==> src/rtl/rv_ctrl_pkg.sv <==
// ---------------------------------------------------------------------------
// rv_ctrl_pkg
// Shared definitions for the RV32I multi-cycle control path: base opcode
// values, sequencer state encoding, opcode-class encoding and the encodings
// of the PC-source and write-back mux selects. Imported by the sequencer,
// the opcode classifier and by benches that need the opcode values.
// ---------------------------------------------------------------------------
package rv_ctrl_pkg;

  // RV32I base opcodes (IR[6:0])
  localparam logic [6:0] OPC_R     = 7'b0110011;
  localparam logic [6:0] OPC_IALU  = 7'b0010011;
  localparam logic [6:0] OPC_LOAD  = 7'b0000011;
  localparam logic [6:0] OPC_STORE = 7'b0100011;
  localparam logic [6:0] OPC_BR    = 7'b1100011;
  localparam logic [6:0] OPC_LUI   = 7'b0110111;
  localparam logic [6:0] OPC_AUIPC = 7'b0010111;
  localparam logic [6:0] OPC_JAL   = 7'b1101111;
  localparam logic [6:0] OPC_JALR  = 7'b1100111;

  // Sequencer states
  typedef enum logic [2:0] {
    ST_IDLE   = 3'd0,
    ST_FETCH  = 3'd1,
    ST_DECODE = 3'd2,
    ST_EXEC   = 3'd3,
    ST_MEM    = 3'd4,
    ST_WB     = 3'd5,
    ST_TRAP   = 3'd6
  } state_e;

  // Opcode classes latched in DECODE
  typedef enum logic [3:0] {
    CLS_R     = 4'd0,
    CLS_IALU  = 4'd1,
    CLS_LOAD  = 4'd2,
    CLS_STORE = 4'd3,
    CLS_BR    = 4'd4,
    CLS_LUI   = 4'd5,
    CLS_AUIPC = 4'd6,
    CLS_JAL   = 4'd7,
    CLS_JALR  = 4'd8
  } op_class_e;

  // pc_src encoding
  localparam logic [1:0] PC_SRC_PLUS4  = 2'd0;
  localparam logic [1:0] PC_SRC_BRANCH = 2'd1;
  localparam logic [1:0] PC_SRC_JAL    = 2'd2;
  localparam logic [1:0] PC_SRC_JALR   = 2'd3;

  // wb_sel encoding
  localparam logic [1:0] WB_SEL_ALU = 2'd0;
  localparam logic [1:0] WB_SEL_MEM = 2'd1;
  localparam logic [1:0] WB_SEL_PC4 = 2'd2;

  // True for classes that need a data-memory access after EXEC
  function automatic logic is_mem_class(input op_class_e cls);
    return (cls == CLS_LOAD) || (cls == CLS_STORE);
  endfunction

endpackage

==> src/rtl/opcode_classifier.sv <==
// ---------------------------------------------------------------------------
// opcode_classifier
// Purely combinational map from an RV32I opcode to its instruction class.
// Opcodes outside the base set raise illegal_o; class_o is then don't-care
// (driven to CLS_R).
//   opcode_i  in  7  instruction opcode field
//   class_o   out 4  op_class_e value
//   illegal_o out 1  opcode is not an RV32I base opcode
// ---------------------------------------------------------------------------
module opcode_classifier
  import rv_ctrl_pkg::*;
(
  input  logic [6:0] opcode_i,
  output logic [3:0] class_o,
  output logic       illegal_o
);

  // Opcode decode table
  always_comb begin
    class_o   = CLS_R;
    illegal_o = 1'b0;
    case (opcode_i)
      OPC_R:     class_o = CLS_R;
      OPC_IALU:  class_o = CLS_IALU;
      OPC_LOAD:  class_o = CLS_LOAD;
      OPC_STORE: class_o = CLS_STORE;
      OPC_BR:    class_o = CLS_BR;
      OPC_LUI:   class_o = CLS_LUI;
      OPC_AUIPC: class_o = CLS_AUIPC;
      OPC_JAL:   class_o = CLS_JAL;
      OPC_JALR:  class_o = CLS_JALR;
      default:   illegal_o = 1'b1;
    endcase
  end

endmodule

==> src/rtl/multicycle_ctrl_fsm.sv <==
// ---------------------------------------------------------------------------
// multicycle_ctrl_fsm
// Multi-cycle RV32I sequencer: FETCH/DECODE/EXEC/MEM/WB over one shared
// instruction/data memory port with a req/ready handshake. Drives datapath
// write enables and mux selects and counts retired instructions.
//   clk           in   system clock, rising edge
//   rst_n         in   synchronous active-low reset
//   run           in   leave IDLE and start sequencing (sampled in IDLE only)
//   opcode        in   7-bit opcode from IR
//   branch_taken  in   branch compare result (used in EXEC of a branch)
//   mem_ready     in   memory completes the current access this cycle
//   mem_req       out  memory access request
//   mem_we        out  store access
//   mem_is_instr  out  access is an instruction fetch
//   ir_we         out  load IR from memory read data
//   pc_we         out  update PC
//   pc_src        out  PC source select
//   reg_we        out  register-file write
//   wb_sel        out  write-back source select
//   trap          out  illegal-opcode flag, held until reset
//   retire        out  one-cycle pulse per completed instruction
//   retired_cnt   out  32-bit wrapping retired-instruction counter
// ---------------------------------------------------------------------------
module multicycle_ctrl_fsm
  import rv_ctrl_pkg::*;
(
  input  logic        clk,
  input  logic        rst_n,
  input  logic        run,
  input  logic [6:0]  opcode,
  input  logic        branch_taken,
  input  logic        mem_ready,
  output logic        mem_req,
  output logic        mem_we,
  output logic        mem_is_instr,
  output logic        ir_we,
  output logic        pc_we,
  output logic [1:0]  pc_src,
  output logic        reg_we,
  output logic [1:0]  wb_sel,
  output logic        trap,
  output logic        retire,
  output logic [31:0] retired_cnt
);

  state_e      state_q, state_d;
  op_class_e   cls_q, cls_d;
  logic [31:0] cnt_q;

  logic [3:0]  dec_class_s;
  logic        dec_illegal_s;

  opcode_classifier u_classifier (
    .opcode_i  (opcode),
    .class_o   (dec_class_s),
    .illegal_o (dec_illegal_s)
  );

  // State and latched opcode class
  always_ff @(posedge clk) begin
    if (!rst_n) begin
      state_q <= ST_IDLE;
      cls_q   <= CLS_R;
    end else begin
      state_q <= state_d;
      cls_q   <= cls_d;
    end
  end

  // Next-state logic; the class is captured only in DECODE so later IR
  // changes cannot alter the remaining steps of the instruction
  always_comb begin
    state_d = state_q;
    cls_d   = cls_q;
    case (state_q)
      ST_IDLE: begin
        if (run) state_d = ST_FETCH;
        else     state_d = ST_IDLE;
      end
      ST_FETCH: begin
        if (mem_ready) state_d = ST_DECODE;
        else           state_d = ST_FETCH;
      end
      ST_DECODE: begin
        if (dec_illegal_s) begin
          state_d = ST_TRAP;
        end else begin
          cls_d   = op_class_e'(dec_class_s);
          state_d = ST_EXEC;
        end
      end
      ST_EXEC: begin
        if (cls_q == CLS_BR)          state_d = ST_FETCH;
        else if (is_mem_class(cls_q)) state_d = ST_MEM;
        else                          state_d = ST_WB;
      end
      ST_MEM: begin
        if (!mem_ready)               state_d = ST_MEM;
        else if (cls_q == CLS_STORE)  state_d = ST_FETCH;
        else                          state_d = ST_WB;
      end
      ST_WB:   state_d = ST_FETCH;
      // Only reset leaves TRAP; run is deliberately ignored here
      ST_TRAP: state_d = ST_TRAP;
      default: state_d = ST_IDLE;
    endcase
  end

  // Output decode: Moore on state/class, with the memory-waiting states
  // qualifying their completion strobes on mem_ready
  always_comb begin
    mem_req      = 1'b0;
    mem_we       = 1'b0;
    mem_is_instr = 1'b0;
    ir_we        = 1'b0;
    pc_we        = 1'b0;
    pc_src       = PC_SRC_PLUS4;
    reg_we       = 1'b0;
    wb_sel       = WB_SEL_ALU;
    trap         = 1'b0;
    retire       = 1'b0;
    case (state_q)
      ST_IDLE:   ;
      ST_FETCH: begin
        mem_req      = 1'b1;
        mem_is_instr = 1'b1;
        ir_we        = mem_ready;
      end
      ST_DECODE: ;
      ST_EXEC: begin
        if (cls_q == CLS_BR) begin
          pc_we  = 1'b1;
          pc_src = branch_taken ? PC_SRC_BRANCH : PC_SRC_PLUS4;
          retire = 1'b1;
        end else begin
          pc_we  = 1'b0;
        end
      end
      ST_MEM: begin
        mem_req = 1'b1;
        mem_we  = (cls_q == CLS_STORE);
        if (cls_q == CLS_STORE) begin
          pc_we  = mem_ready;
          retire = mem_ready;
        end else begin
          pc_we  = 1'b0;
        end
      end
      ST_WB: begin
        reg_we = 1'b1;
        pc_we  = 1'b1;
        retire = 1'b1;
        case (cls_q)
          CLS_LOAD: wb_sel = WB_SEL_MEM;
          CLS_JAL:  wb_sel = WB_SEL_PC4;
          CLS_JALR: wb_sel = WB_SEL_PC4;
          default:  wb_sel = WB_SEL_ALU;
        endcase
        case (cls_q)
          CLS_JAL:  pc_src = PC_SRC_JAL;
          CLS_JALR: pc_src = PC_SRC_JALR;
          default:  pc_src = PC_SRC_PLUS4;
        endcase
      end
      ST_TRAP:   trap = 1'b1;
      default:   ;
    endcase
  end

  // Retired-instruction counter, wraps naturally at 32 bits
  always_ff @(posedge clk) begin
    if (!rst_n) begin
      cnt_q <= 32'd0;
    end else if (retire) begin
      cnt_q <= cnt_q + 32'd1;
    end
  end

  assign retired_cnt = cnt_q;

endmodule

==> config.mk <==
export PLATFORM = sky130hd
export DESIGN_NAME = multicycle_ctrl_fsm
export DESIGN_NICKNAME = d
export VERILOG_FILES = /design/src/rtl/rv_ctrl_pkg.sv /design/src/rtl/opcode_classifier.sv /design/src/rtl/multicycle_ctrl_fsm.sv
export SDC_FILE = /design/constraint.sdc
export NUM_CORES = 1
export LEC_CHECK = 0
export CAP_MARGIN = 30
export CORE_UTILIZATION = 45
export CTS_CLUSTER_DIAMETER = 40
export CTS_CLUSTER_SIZE = 28
export DETAILED_ROUTE_END_ITERATION = 8
export GPL_TIMING_DRIVEN = 0
export HOLD_SLACK_MARGIN = 0.08
export PLACE_DENSITY = 0.76
export SYNTH_ARGS = -nofsm -noshare
export SYNTH_HDL_FRONTEND = slang
export SYNTH_SLANG_ARGS = --single-unit
export TNS_END_PERCENT = 5
==> constraint.sdc <==
create_clock -name clk -period 4.7 [get_ports clk]
set_clock_uncertainty 0.15 [all_clocks]
set_input_delay 1.41 -clock clk [delete_from_list [all_inputs] [get_ports clk]]
set_output_delay 1.41 -clock clk [all_outputs]
set_load 0.01 [all_outputs]
# ---- After elaboration in Yosys (flattened, before gate mapping)
# Index checks and enable logic that the tools add are counted.
# W data, S select, Z words.
dict set report op_classes {
  addsub 1
  n_eq_ne 20
  mux 24
  reduce_logical 6
}
# op count
set op_table {}
lappend op_table {{$add A32 B1 Y32 const B} 1}
lappend op_table {{$pmux W4 S8} 1}
lappend op_table {{$eq A7 B6 Y1 const B} 3}
lappend op_table {{$eq A7 B7 Y1 const B} 3}
lappend op_table {{$pmux W3 S7} 1}
lappend op_table {{$eq A7 B5 Y1 const B} 2}
lappend op_table {{$mux W1} 12}
lappend op_table {{$mux W3} 4}
lappend op_table {{$pmux W2 S2} 3}
lappend op_table {{$eq A3 B3 Y1 const B} 3}
lappend op_table {{$reduce_or A9 Y1} 1}
lappend op_table {{$eq A4 B2 Y1 const B} 2}
lappend op_table {{$eq A4 B3 Y1 const B} 2}
lappend op_table {{$eq A7 B2 Y1 const B} 1}
lappend op_table {{$eq A3 B2 Y1 const B} 2}
lappend op_table {{$eq A4 B4 Y1 const B} 1}
lappend op_table {{$mux W2} 2}
lappend op_table {{$reduce_or A2 Y1} 2}
lappend op_table {{$eq A3 B1 Y1 const B} 1}
lappend op_table {{$logic_not A3 Y1} 1}
lappend op_table {{$pmux W1 S3} 1}
lappend op_table {{$reduce_and A2 Y1} 1}
lappend op_table {{$logic_or A1 B1 Y1} 1}
dict set report totals {
  regBits 39
  in_bits 12
  out_inout_bits 44
  elab_cells 54
}

# ---- Depth between registers and ports, before layout
# Gate-level depths: netlist (run 1).
dict set report depth {
  word_depth 5
  ltp_mapped 9
  mapped_depth_nobuf 7
}

# ---- Cells and area by module
# A second synthesis (run 1) with hierarchy kept.
dict set report hier_totals {
  hier_cells 283
  area_unflattened_um2 2249.7
}
# module instances cells_each area_per_inst_um2
set by_module_without_submodules {}
lappend by_module_without_submodules {multicycle_ctrl_fsm 1 256 2077.0}
lappend by_module_without_submodules {opcode_classifier 1 27 172.7}

# ---- Worst setup path before layout (run 1)
# OpenSTA, ideal clock, no wires.
dict set report synth_timing {
  path_type {input-to-output}
  start {in mem_ready}
  end {out retire}
  arrival_ps 2098
  slack_ps 1042
  stages 3
  n_path_buf 1
  cell_sequence {nand3_1 -> nand2_1 -> buf_4}
}
dict set report synth_via {
  elab_chain_len 2
}
# element line_no
set synth_rtl {}
lappend synth_rtl {{from (decl)} multicycle_ctrl_fsm.sv:32} ;# input logic mem_ready,
lappend synth_rtl {{$mux W1} --}
lappend synth_rtl {{$pmux W1 S3} --}
lappend synth_rtl {{to (decl)} multicycle_ctrl_fsm.sv:42} ;# output logic retire,
# No other way between the ends.

# ---- Worst setup path in the final report (run 1)
dict set report layout_timing {
  start {in mem_ready}
  end {out retire}
}
dict set report layout_via {
  elab_chain_len 2
}
# element line_no
set layout_rtl {}
lappend layout_rtl {{$mux W1} multicycle_ctrl_fsm.sv:142} ;# if (cls_q == CLS_STORE) begin
lappend layout_rtl {{$pmux W1 S3} multicycle_ctrl_fsm.sv:122} ;# case (state_q)
# No other way between the ends.

==> results of run 1 <==
[cells in the final DEF (no fill, tap or decap), drive strengths merged, types with 4 or more instances in the layout]
cell type / netlist / layout
or4: 5 / 5
nand4: 9 / 9
xnor2: 10 / 10
nand2b: 16 / 16
nor3: 6 / 6
a31oi: 4 / 4
clkdlybuf4s50: 0 / 52
xor2: 5 / 5
o31ai: 7 / 7
o211ai: 5 / 5
mux2i: 7 / 7
inv: 4 / 4
nor2b: 4 / 4
buf: 5 / 6
o2111ai: 4 / 4
nor2: 9 / 9
dfxtp: 39 / 39
clkbuf: 13 / 19
and2: 22 / 22
nand3: 11 / 11
nand2: 20 / 20
o21ai: 4 / 4
a21boi: 9 / 9
a211oi: 4 / 4
o21a: 4 / 4
and3: 5 / 5
[state kept, by name (all words and copies together), names as in the netlist]
name,cells
cls_q,4
retired_cnt,32
state_q,3
[Yosys cell counts, drive strengths merged (4+ instances only)]
cell type  number
o31ai           7
a211oi          4
a21boi          9
nand2b         16
xnor2          10
o21a            4
or4             5
o2111ai         4
clkbuf         13
nor3            6
nand3          11
xor2            5
inv             4
dfxtp          39
buf             5
mux2i           7
o211ai          5
o21ai           4
a31oi           4
nor2            9
nor2b           4
and2           22
nand2          20
nand4           9
and3            5
[worst max-delay path, delay by kind of cell]
family	cells	cell delay, ns
simple gates	2	0.39
buf+inv	3	1.27
[layout make-up]
cell class	instances	area, um^2	area share [%]
multi-input combinational	208	1450	47.2
sequential	39	781	25.5
timing repair buffer	53	528	17.2
buffer	18	92.6	3.02
tap	67	83.8	2.73
clock buffer	6	82.6	2.69
clock inverter	2	35.0	1.14
inverter	4	15.0	0.490
[metal layers]
layer  global-route usage, %  part of all wire (%)
met2                    35.6                    45
met5                       0                     0
met3                    5.35                   4.9
met4                    6.41                   1.1
met1                    30.0                    49
[power groups by stage]
| stage | Sequential, mW | Clock [mW] | Combinational, mW |
|---|---|---|---|
| 2_1_floorplan | 0.343 | 0 | 0.0414 |
| 6_report | 0.335 | 0.293 | 0.0711 |
| 3_3_place_gp | 0.343 | 0 | 0.0693 |
| 4_1_cts | 0.335 | 0.298 | 0.0703 |
| 5_1_grt | 0.335 | 0.309 | 0.0786 |
| 3_5_place_dp | 0.343 | 0 | 0.0698 |
[cell families (layout without fill, tap and decap cells)]
group                      after synthesis  count (layout)
and+or+nand+nor                        124             124
AOI/OAI and AO/OA                       61              61
DFF                                     39              39
buffers and inverters                   22              83
xor gates and xnor gates                15              15
muxes                                    7               7
adders and majority gates                1               1
[per-stage QoR]
| step | setup TNS, ns | util, % |
|---|---|---|
| 2_1_floorplan | 0 | - |
| 5_1_grt | 0 | 63.3 |
| 3_5_place_dp | -0.359 | 60.4 |
| 6_report | 0 | 63.3 |
| 3_3_place_gp | -0.388 | 60.4 |
| 4_1_cts | 0 | 62.9 |
[what timing repair did]
item,4_1_cts,5_1_grt
gates resized for setup,2,1
pin swaps,0,0
cloned,0,0
endpoints found under the hold margin,0,0
hold buffers,0,0
endpoints found under the setup margin,2,1
[final timing paths]
kind | startpoint | endpoint | slack [ns] | cells past startpoint
hold / removal | retired_cnt[31] | retired_cnt[31] | 0.32 | 2
hold reg to reg | retired_cnt[31] | retired_cnt[31] | 0.32 | 2
setup / recovery | mem_ready | retire | 0.07 | 5
setup reg to reg | cls_q[0] | retired_cnt[18] | 2.06 | 7
==> results_tabular.tex, run 1 <==
\begin{tabular}{lr}
\hline
Metric & Value \\
\hline
\multicolumn{2}{l}{\textbf{Die}} \\
Starting density of the core & 47.9\% \\
Placeable core area & 0.00485 mm\^{}2 \\
Boundary Pins & 56 \\
Rows & 25 \\
Height of the die & 73.8 um \\
Area enclosed by the die boundary & 0.00545 mm\^{}2 \\
Horizontal extent of the die & 73.8 um \\
\multicolumn{2}{l}{\textbf{Power and ir drop}} \\
Pwr Total & 699 uW \\
Clock network fraction of total power & 41.9\% \\
Internal power & 537 uW \\
Net switching power & 161 uW \\
Gate power share & 10.2\% \\
Cell leakage power & 1.11 nW \\
Sequential cell fraction of total power & 47.9\% \\
Largest vdd supply drop & 133 uV \\
Sw frac & 23.1\% \\
Cell area power density & 228 mW/mm\^{}2 \\
\multicolumn{2}{l}{\textbf{Clock network}} \\
CTS H-tree lvls & 2 \\
Clock insertion delay at the later pin of the skew report & 0.29 ns \\
Max clock buf depth & 2 \\
Post-CTS setup-driven buffer insertion count & 0 \\
Number of clock sinks & 39 \\
Number of buffers created by CTS & 5 \\
Clock Tree Root & sky130\_fd\_sc\_hd\_\_clkbuf\_8 \\
Clock tree from TritonCTS & built \\
Clk pin slew, worst setup/hold paths & 0.08 ns \\
\multicolumn{2}{l}{\textbf{Synthesis}} \\
Biggest area contributors in the synthesized netlist & sky130\_fd\_sc\_hd\_\_dfxtp\_1, sky130\_fd\_sc\_hd\_\_and2\_1, sky130\_fd\_sc\_hd\_\_nand2b\_1 \\
Gate Count Post-Synth & 269 \\
Top FF cell, synth & sky130\_fd\_sc\_hd\_\_dfxtp\_1 \\
Post-Synth XOR/XNOR Area & 5.66\% \\
Dominant combinational cell family by area after synthesis & simple AND/OR/NAND/NOR gates \\
Syn\_area\_per\_cell & 8.63 um\^{}2 \\
Share of synthesized area occupied by flip-flops and latches & 33.6\% \\
Synthesized area & 0.00232 mm\^{}2 \\
Adder-Cell Fraction of Synth Area & 0.539\% \\
Post-synthesis register bit count & 39 \\
Number of flops mapped to enable cells by yosys & 0 \\
Fraction of post-synthesis cell area in the top cell type by area & 33.6\% \\
Number of unique standard cell types used by synthesis & 59 \\
Share of flip-flops with an asynchronous set or reset & 0\% \\
Dominant cell type by area after synthesis & sky130\_fd\_sc\_hd\_\_dfxtp\_1 \\
Mux contribution to synthesized area & 3.02\% \\
Syn\_nets & 282 \\
Count of warnings emitted by yosys & 0 \\
Simple logic cell fraction of the synthesized area & 31.8\% \\
Complex-gate fraction of the synthesized area & 20.7\% \\
\multicolumn{2}{l}{\textbf{Detailed routing}} \\
Detailed-route wire length per cell & 14.5 um \\
DRC violation count after routing & 0 \\
Antenna viol nets, final & 0 \\
Via count normalized by instance count & 5.58 \\
Total via count after detailed routing & 2215 \\
Pre-Repair DR Iteration Count & 4 \\
Final wirelength & 5740 um \\
Iter 0 DRT Violations & 166 \\
\multicolumn{2}{l}{\textbf{Finish}} \\
Growth of design area from synthesis to finish & 32.1\% \\
Number of antenna diodes & 0 \\
Post-route insts no fill & 397 \\
Layout Nets & 342 \\
Share of cells above drive strength 1 & 7.27\% \\
Post-route design area & 0.00307 mm\^{}2 \\
Count of fill cells added during filler insertion & 428 \\
\multicolumn{2}{l}{\textbf{Placed design}} \\
Pre-CTS setup slack & -0.223 ns \\
Global placer's final weighted congestion & 0.792 \\
IO buf count & 52 \\
Cells after DPL & 388 \\
Estimated wirelength of the detail-placed design & 4070 um \\
Placement Cell Area & 0.00293 mm\^{}2 \\
\multicolumn{2}{l}{\textbf{Job}} \\
Number of max-capacitance violations reported & 0 \\
\multicolumn{2}{l}{\textbf{Global route}} \\
Pin count of the biggest net entering global routing & 13 \\
Gr usage total & 22.4\% \\
Antenna violations before repair & 0 \\
First-pass GRT wire length & 9340 um \\
Final global-route overflow total & 0 \\
Number of global-route vias before repair & 2014 \\
\multicolumn{2}{l}{\textbf{Timing}} \\
Post-route minimum period & 4.63 ns \\
RSZ-0062 raised after global routing & false \\
Slew HR & 44.6\% \\
Final critical-path share of the clock period & 98.4\% \\
Count of pins over their slew limit & 0 \\
Worst-margin pin slew & 0.824 ns \\
PnR worst setup slack & 0.0747 ns \\
Peak clock frequency supported by timing & 216 MHz \\
Final count of negative-setup-slack endpoints & 0 \\
Hold Worst Slack & 0.321 ns \\
Total count of hold-check failures in the final report & 0 \\
\multicolumn{2}{l}{\textbf{Worst setup path}} \\
Startpoint kind of the worst setup timing path & input pin \\
Arrival time at the worst endpoint & 3.07 ns \\
Critical Path, Cell by Cell & clkdlybuf4s50\_1 -> nand3\_4 -> nand2\_2 -> buf\_4 -> clkdlybuf4s50\_1 \\
Largest fanout of any net on the critical path & 8 \\
Worst path slowest cell & sky130\_fd\_sc\_hd\_\_clkdlybuf4s50\_1 \\
Slowest stage delay, CP & 0.62 ns \\
Worst setup EP type & primary output \\
Start-to-end type of the worst setup path & input pin to primary output \\
Most used cell, CP & sky130\_fd\_sc\_hd\_\_clkdlybuf4s50\_1 \\
Critical path required time & 3.14 ns \\
\multicolumn{2}{l}{\textbf{Run status}} \\
Outcome & finished clean \\
\multicolumn{2}{l}{\textbf{Min path}} \\
Path category of the worst min-delay check & flop to flop \\
\hline
\end{tabular}
No activity file was read; power rests on OpenSTA's default activity.
==> run 2: changes to the inputs <==
- CORE_MARGIN: unset -> 4
- PLACE_DENSITY: 0.76 -> 0.86
==> run 2 against run 1 <==
Net effect:
- critical path depth unchanged
- combinational power increased by 1%
- count of clock-buffer cells in the layout unchanged
- register-to-register slack got worse by 0.15 ns
- hold slack improved by 0.0023 ns
==> results_tabular.tex, run 2 (same netlist as run 1, synthesis figures left out) <==
\begin{tabular}{lr}
\hline
Metric & Value \\
\hline
\multicolumn{2}{l}{\textbf{Run status}} \\
Outcome & finished clean \\
\multicolumn{2}{l}{\textbf{Power and ir drop}} \\
Cell leakage power & 1.12 nW \\
Pwr Total & 742 uW \\
Cell area power density & 241 mW/mm\^{}2 \\
Largest vdd supply drop & 184 uV \\
\multicolumn{2}{l}{\textbf{Timing}} \\
Final critical-path share of the clock period & 97.7\% \\
Total count of hold-check failures in the final report & 0 \\
RSZ-0062 raised after global routing & false \\
Final count of negative-setup-slack endpoints & 0 \\
Peak clock frequency supported by timing & 218 MHz \\
PnR worst setup slack & 0.107 ns \\
Post-route minimum period & 4.59 ns \\
Worst-margin pin slew & 0.776 ns \\
Count of pins over their slew limit & 0 \\
Sum of negative setup slack & 0 ns \\
Slew HR & 47.9\% \\
Hold Worst Slack & 0.323 ns \\
\multicolumn{2}{l}{\textbf{Global route}} \\
Pin count of the biggest net entering global routing & 13 \\
Gr usage total & 19.6\% \\
Antenna violations before repair & 0 \\
Number of global-route vias before repair & 2182 \\
Final global-route overflow total & 0 \\
First-pass GRT wire length & 10100 um \\
\multicolumn{2}{l}{\textbf{Clock network}} \\
Clock Tree Root & sky130\_fd\_sc\_hd\_\_clkbuf\_8 \\
Clock tree from TritonCTS & built \\
Clock insertion delay at the later pin of the skew report & 0.30 ns \\
Max clock buf depth & 2 \\
Number of buffers created by CTS & 5 \\
Number of buffers added to fix hold violations after cts & 0 \\
Number of clock sinks & 39 \\
CTS H-tree lvls & 2 \\
Clk pin slew, worst setup/hold paths & 0.08 ns \\
\multicolumn{2}{l}{\textbf{Worst setup path}} \\
Largest fanout of any net on the critical path & 8 \\
Startpoint kind of the worst setup timing path & input pin \\
Worst setup EP type & primary output \\
Critical path required time & 3.14 ns \\
Start-to-end type of the worst setup path & input pin to primary output \\
Arrival time at the worst endpoint & 3.03 ns \\
\multicolumn{2}{l}{\textbf{Detailed routing}} \\
Detailed-route wire length per cell & 15.5 um \\
Metal-1 WL & 2740 um \\
Total via count after detailed routing & 2287 \\
Iter 0 DRT Violations & 151 \\
Routed length on met3 & 342 um \\
DRC violation count after routing & 0 \\
Via count normalized by instance count & 5.76 \\
Final wirelength & 6160 um \\
Wire length on met2 & 3030 um \\
Antenna viol nets, final & 0 \\
Pre-Repair DR Iteration Count & 4 \\
Top routing layer used & met4 \\
\multicolumn{2}{l}{\textbf{Placed design}} \\
Global placer's final weighted congestion & 0.849 \\
Pre-CTS setup slack & -0.189 ns \\
Cells after DPL & 388 \\
IO buf count & 52 \\
Estimated wirelength of the detail-placed design & 4380 um \\
\multicolumn{2}{l}{\textbf{Die}} \\
Placeable core area & 0.00485 mm\^{}2 \\
Area enclosed by the die boundary & 0.00637 mm\^{}2 \\
Horizontal extent of the die & 79.8 um \\
Boundary Pins & 56 \\
Height of the die & 79.8 um \\
Rows & 25 \\
Starting density of the core & 47.9\% \\
\multicolumn{2}{l}{\textbf{Finish}} \\
Top library cells by usage in the layout, fill and taps aside & sky130\_fd\_sc\_hd\_\_clkdlybuf4s50\_1, sky130\_fd\_sc\_hd\_\_dfxtp\_1, sky130\_fd\_sc\_hd\_\_and2\_1, sky130\_fd\_sc\_hd\_\_nand2\_1, sky130\_fd\_sc\_hd\_\_nand2b\_1 \\
Number of antenna diodes & 0 \\
Max reg flops & 32 \\
Sequential cell area & 781 um\^{}2 \\
Share of cells above drive strength 1 & 6.97\% \\
Growth of design area from synthesis to finish & 32.7\% \\
Layout Nets & 342 \\
Post-route insts no fill & 397 \\
Count of fill cells added during filler insertion & 420 \\
Most common cell after layout, fill and taps aside & sky130\_fd\_sc\_hd\_\_clkdlybuf4s50\_1 \\
Multi-input gate area & 0.00145 mm\^{}2 \\
\multicolumn{2}{l}{\textbf{Job}} \\
Number of max-capacitance violations reported & 0 \\
\multicolumn{2}{l}{\textbf{Min path}} \\
Path category of the worst min-delay check & flop to flop \\
\hline
\end{tabular}
## run 2: cell types whose count changed in the layout (fill, tap and decap cells not counted)
cell,change
sky130_fd_sc_hd__bufinv_16,+1
sky130_fd_sc_hd__clkbuf_1,+1
sky130_fd_sc_hd__clkbuf_8,-1
sky130_fd_sc_hd__clkinv_2,-1
## run 2: critical path, stage by stage
cell and delay [ns]:
sky130_fd_sc_hd__clkdlybuf4s50_1 0.60, sky130_fd_sc_hd__nand3_4 0.20, sky130_fd_sc_hd__nand2_2 0.18, sky130_fd_sc_hd__buf_4 0.12, sky130_fd_sc_hd__clkdlybuf4s50_1 0.52
## run 2: path summary, 6_finish.rpt
check             cells after the start  slack (ns)             from         endpoint
setup / recovery                      5        0.11        mem_ready           retire
hold / removal                        2        0.32  retired_cnt[31]  retired_cnt[31]
setup reg to reg                      7        1.91         cls_q[0]  retired_cnt[18]
hold reg to reg                       2        0.32  retired_cnt[31]  retired_cnt[31]
## run 2: where the power goes
part | internal [mW] | switching [mW]
clock network | 0.212 | 0.123
logic | 0.0323 | 0.0395
registers | 0.333 | 0.00170
## run 2: final cells by class
class | instances | area share [%]
multi-input cells | 208 | 47.0
plain buffers | 18 | 3.00
flip-flops and latches | 39 | 25.3
inverters | 4 | 0.487
well taps | 67 | 2.72
clock buffers | 6 | 2.35
repair buffers | 53 | 17.1
clock inverters | 2 | 1.95
## run 2: layer usage
| layer | global-route usage (%) | vias to the layer above |
|---|---|---|
| met2 | 34.2 | 69 |
| met5 | 0 | - |
| met1 | 24.3 | 1092 |
| li1 | - | 1120 |
| met3 | 4.85 | 6 |
| met4 | 4.39 | 0 |
## run 2: stage by stage
step	util, %	instance area [um^2]
final	63.6	3080
after global routing	63.6	3080
after global placement	60.4	2930
after detailed placement	60.4	2930
after floorplan	-	2320
after CTS	63.3	3070
## run 2: repair_timing
item,in CTS,in global routing
gates resized for setup,2,1
setup buffers,0,0
cloned,0,0
hold endpoints to repair,0,0
endpoints found under the setup margin,2,1
==> run 3: changes to the inputs <==
==> constraint.sdc (replaced) <==
create_clock -name clk -period 4.7 [get_ports clk]
set_clock_uncertainty 0.15 [all_clocks]
set_input_delay 0.94 -clock clk [delete_from_list [all_inputs] [get_ports clk]]
set_output_delay 0.94 -clock clk [all_outputs]
set_load 0.01 [all_outputs]
==> run 3 against run 2 <==
Net effect:
- cell area decreased by 0.73%
- combinational power decreased by 2%
- routed wire length decreased by 1.4%
- critical path type unchanged
==> results_tabular.tex, run 3 (same netlist as run 1, synthesis figures left out) <==
\begin{tabular}{lr}
\hline
Metric & Value \\
\hline
\multicolumn{2}{l}{\textbf{Run status}} \\
Outcome & finished clean \\
\multicolumn{2}{l}{\textbf{Clock network}} \\
Number of clock sinks & 39 \\
Clock insertion delay at the later pin of the skew report & 0.30 ns \\
Number of buffers created by CTS & 5 \\
Clock tree from TritonCTS & built \\
Clk pin slew, worst setup/hold paths & 0.08 ns \\
Max clock buf depth & 2 \\
Number of buffers added to fix hold violations after cts & 0 \\
Resized Gates After CTS & 0 \\
CTS H-tree lvls & 2 \\
Post-CTS setup-driven buffer insertion count & 0 \\
Clock Tree Root & sky130\_fd\_sc\_hd\_\_clkbuf\_8 \\
\multicolumn{2}{l}{\textbf{Worst setup path}} \\
Worst-case reg-to-reg path depth & 7 \\
Start-to-end type of the worst setup path & input pin to primary output \\
Critical path required time & 3.61 ns \\
Critical Path, Cell by Cell & clkdlybuf4s50\_1 -> nand3\_1 -> nand2\_1 -> buf\_4 -> clkdlybuf4s50\_1 \\
Endpoint of the lowest-slack register-to-register path & retired\_cnt[18] \\
Worst path slowest cell & sky130\_fd\_sc\_hd\_\_clkdlybuf4s50\_1 \\
Worst setup EP type & primary output \\
Largest fanout of any net on the critical path & 8 \\
Critical Path Stages & 5 \\
Arrival time at the worst endpoint & 2.87 ns \\
Worst setup path start & mem\_ready \\
Most used cell, CP & sky130\_fd\_sc\_hd\_\_clkdlybuf4s50\_1 \\
Slowest stage delay, CP & 0.56 ns \\
R2R Setup Slk & 2.00 ns \\
Critical path capture point & retire \\
Critical R2R Launch & cls\_q[0] \\
Critical path buffer and inverter count & 3 \\
Kind of cell adding the most delay to the critical path & buffers and inverters \\
Startpoint kind of the worst setup timing path & input pin \\
\multicolumn{2}{l}{\textbf{Die}} \\
Height of the die & 79.8 um \\
Rows & 25 \\
Placeable core area & 0.00485 mm\^{}2 \\
Area enclosed by the die boundary & 0.00637 mm\^{}2 \\
Horizontal extent of the die & 79.8 um \\
Starting density of the core & 47.9\% \\
Boundary Pins & 56 \\
\multicolumn{2}{l}{\textbf{Timing}} \\
Sum of negative setup slack & 0 ns \\
PnR worst setup slack & 0.735 ns \\
Final count of negative-setup-slack endpoints & 0 \\
Worst-margin pin slew & 1.01 ns \\
Count of pins over their slew limit & 0 \\
Final critical-path share of the clock period & 84.4\% \\
Peak clock frequency supported by timing & 252 MHz \\
Total count of hold-check failures in the final report & 0 \\
Post-route minimum period & 3.96 ns \\
Slew HR & 32.5\% \\
RSZ-0062 raised after global routing & false \\
\multicolumn{2}{l}{\textbf{Global route}} \\
Final global-route overflow total & 0 \\
Pin count of the biggest net entering global routing & 13 \\
Antenna violations before repair & 0 \\
First-pass GRT wire length & 10100 um \\
Gr usage total & 19.6\% \\
Number of global-route vias before repair & 2182 \\
\multicolumn{2}{l}{\textbf{Placed design}} \\
Pre-CTS setup slack & 0.751 ns \\
Estimated wirelength of the detail-placed design & 4380 um \\
IO buf count & 52 \\
Global placer's final weighted congestion & 0.849 \\
\multicolumn{2}{l}{\textbf{Detailed routing}} \\
Total via count after detailed routing & 2259 \\
Via count normalized by instance count & 5.70 \\
Pre-Repair DR Iteration Count & 4 \\
DRC violation count after routing & 0 \\
Detailed-route wire length per cell & 15.3 um \\
Final wirelength & 6080 um \\
Antenna viol nets, final & 0 \\
Iter 0 DRT Violations & 136 \\
\multicolumn{2}{l}{\textbf{Min path}} \\
Number of cells traversed by the worst hold path & 2 \\
Path category of the worst min-delay check & flop to flop \\
\multicolumn{2}{l}{\textbf{Finish}} \\
Growth of design area from synthesis to finish & 31.7\% \\
Layout Nets & 341 \\
Count of fill cells added during filler insertion & 426 \\
Top library cells by usage in the layout, fill and taps aside & sky130\_fd\_sc\_hd\_\_clkdlybuf4s50\_1, sky130\_fd\_sc\_hd\_\_dfxtp\_1, sky130\_fd\_sc\_hd\_\_and2\_1, sky130\_fd\_sc\_hd\_\_nand2\_1, sky130\_fd\_sc\_hd\_\_nand2b\_1 \\
Number of antenna diodes & 0 \\
Most common cell after layout, fill and taps aside & sky130\_fd\_sc\_hd\_\_clkdlybuf4s50\_1 \\
Max reg flops & 32 \\
Sequential cell area & 781 um\^{}2 \\
Multi-input gate area & 0.00143 mm\^{}2 \\
Share of cells above drive strength 1 & 6.08\% \\
\multicolumn{2}{l}{\textbf{Power and ir drop}} \\
Cell leakage power & 1.11 nW \\
Largest vdd supply drop & 184 uV \\
Cell area power density & 242 mW/mm\^{}2 \\
\multicolumn{2}{l}{\textbf{Job}} \\
Number of max-capacitance violations reported & 0 \\
\hline
\end{tabular}
[run 3: cell types whose count changed in the layout (fill, tap and decap cells not counted)]
cell	before	now
sky130_fd_sc_hd__buf_4	2	1
sky130_fd_sc_hd__nand2_1	19	20
sky130_fd_sc_hd__nand2_2	1	0
sky130_fd_sc_hd__nand3_1	10	11
sky130_fd_sc_hd__nand3_4	1	0
[run 3: cell type report]
type | instances | area share (%)
clock buffers | 6 | 2.37
clock inverters | 2 | 1.96
repair buffers | 52 | 17.0
flip-flops and latches | 39 | 25.5
well taps | 67 | 2.74
inverters | 4 | 0.491
multi-input cells | 208 | 46.9
plain buffers | 18 | 3.03
[run 3: worst min path at each step]
| stage | slack (ns) | end | startpoint |
|---|---|---|---|
| after floorplan | 0.34 | retired_cnt[31] | retired_cnt[31] |
| after global placement | 0.31 | retired_cnt[31] | retired_cnt[31] |
| after detailed placement | 0.32 | retired_cnt[31] | retired_cnt[31] |
| after CTS | 0.33 | retired_cnt[31] | retired_cnt[31] |
| after global routing | 0.39 | retired_cnt[23] | retired_cnt[23] |
| final | 0.32 | retired_cnt[31] | retired_cnt[31] |
[run 3: where the power goes]
part	leakage, nW	switching, mW	internal (mW)
Sequential	0.314	0.00170	0.333
Combinational	0.734	0.0386	0.0319
Clock	0.0654	0.123	0.212
Total	1.11	0.163	0.577
[run 3: per-stage QoR]
| step | total power [mW] | cell area (um^2) | cells | util [%] | hold WS (ns) |
|---|---|---|---|---|---|
| 3_5_place_dp | 0.413 | 2930 | 388 | 60.4 | 0.317 |
| 5_1_grt | 0.763 | 3060 | 396 | 63.1 | 0.385 |
| 4_1_cts | 0.744 | 3060 | 396 | 63.1 | 0.328 |
| 2_1_floorplan | 0.384 | 2320 | 269 | - | 0.340 |
| 6_report | 0.741 | 3060 | 396 | 63.1 | 0.323 |
| 3_3_place_gp | 0.411 | 2930 | 388 | 60.4 | 0.305 |
[run 3: routing by layer]
layer / vias up / share of wire [%] / track usage (%)
met3: 9 / 5.6 / 4.85
met4: 0 / 0.95 / 4.39
met5: - / 0 / 0
met2: 64 / 49 / 34.2
met1: 1067 / 45 / 24.3
li1: 1119 / - / -
[run 3: worst register-to-register path: stages, from the launching register on]
cell,delay (ns)
sky130_fd_sc_hd__dfxtp_1,0.42
sky130_fd_sc_hd__and4bb_1,0.32
sky130_fd_sc_hd__and3_1,0.19
sky130_fd_sc_hd__clkbuf_1,0.33
sky130_fd_sc_hd__o21ai_1,0.31
sky130_fd_sc_hd__buf_2,0.29
sky130_fd_sc_hd__o311ai_0,0.41
sky130_fd_sc_hd__o41ai_1,0.15
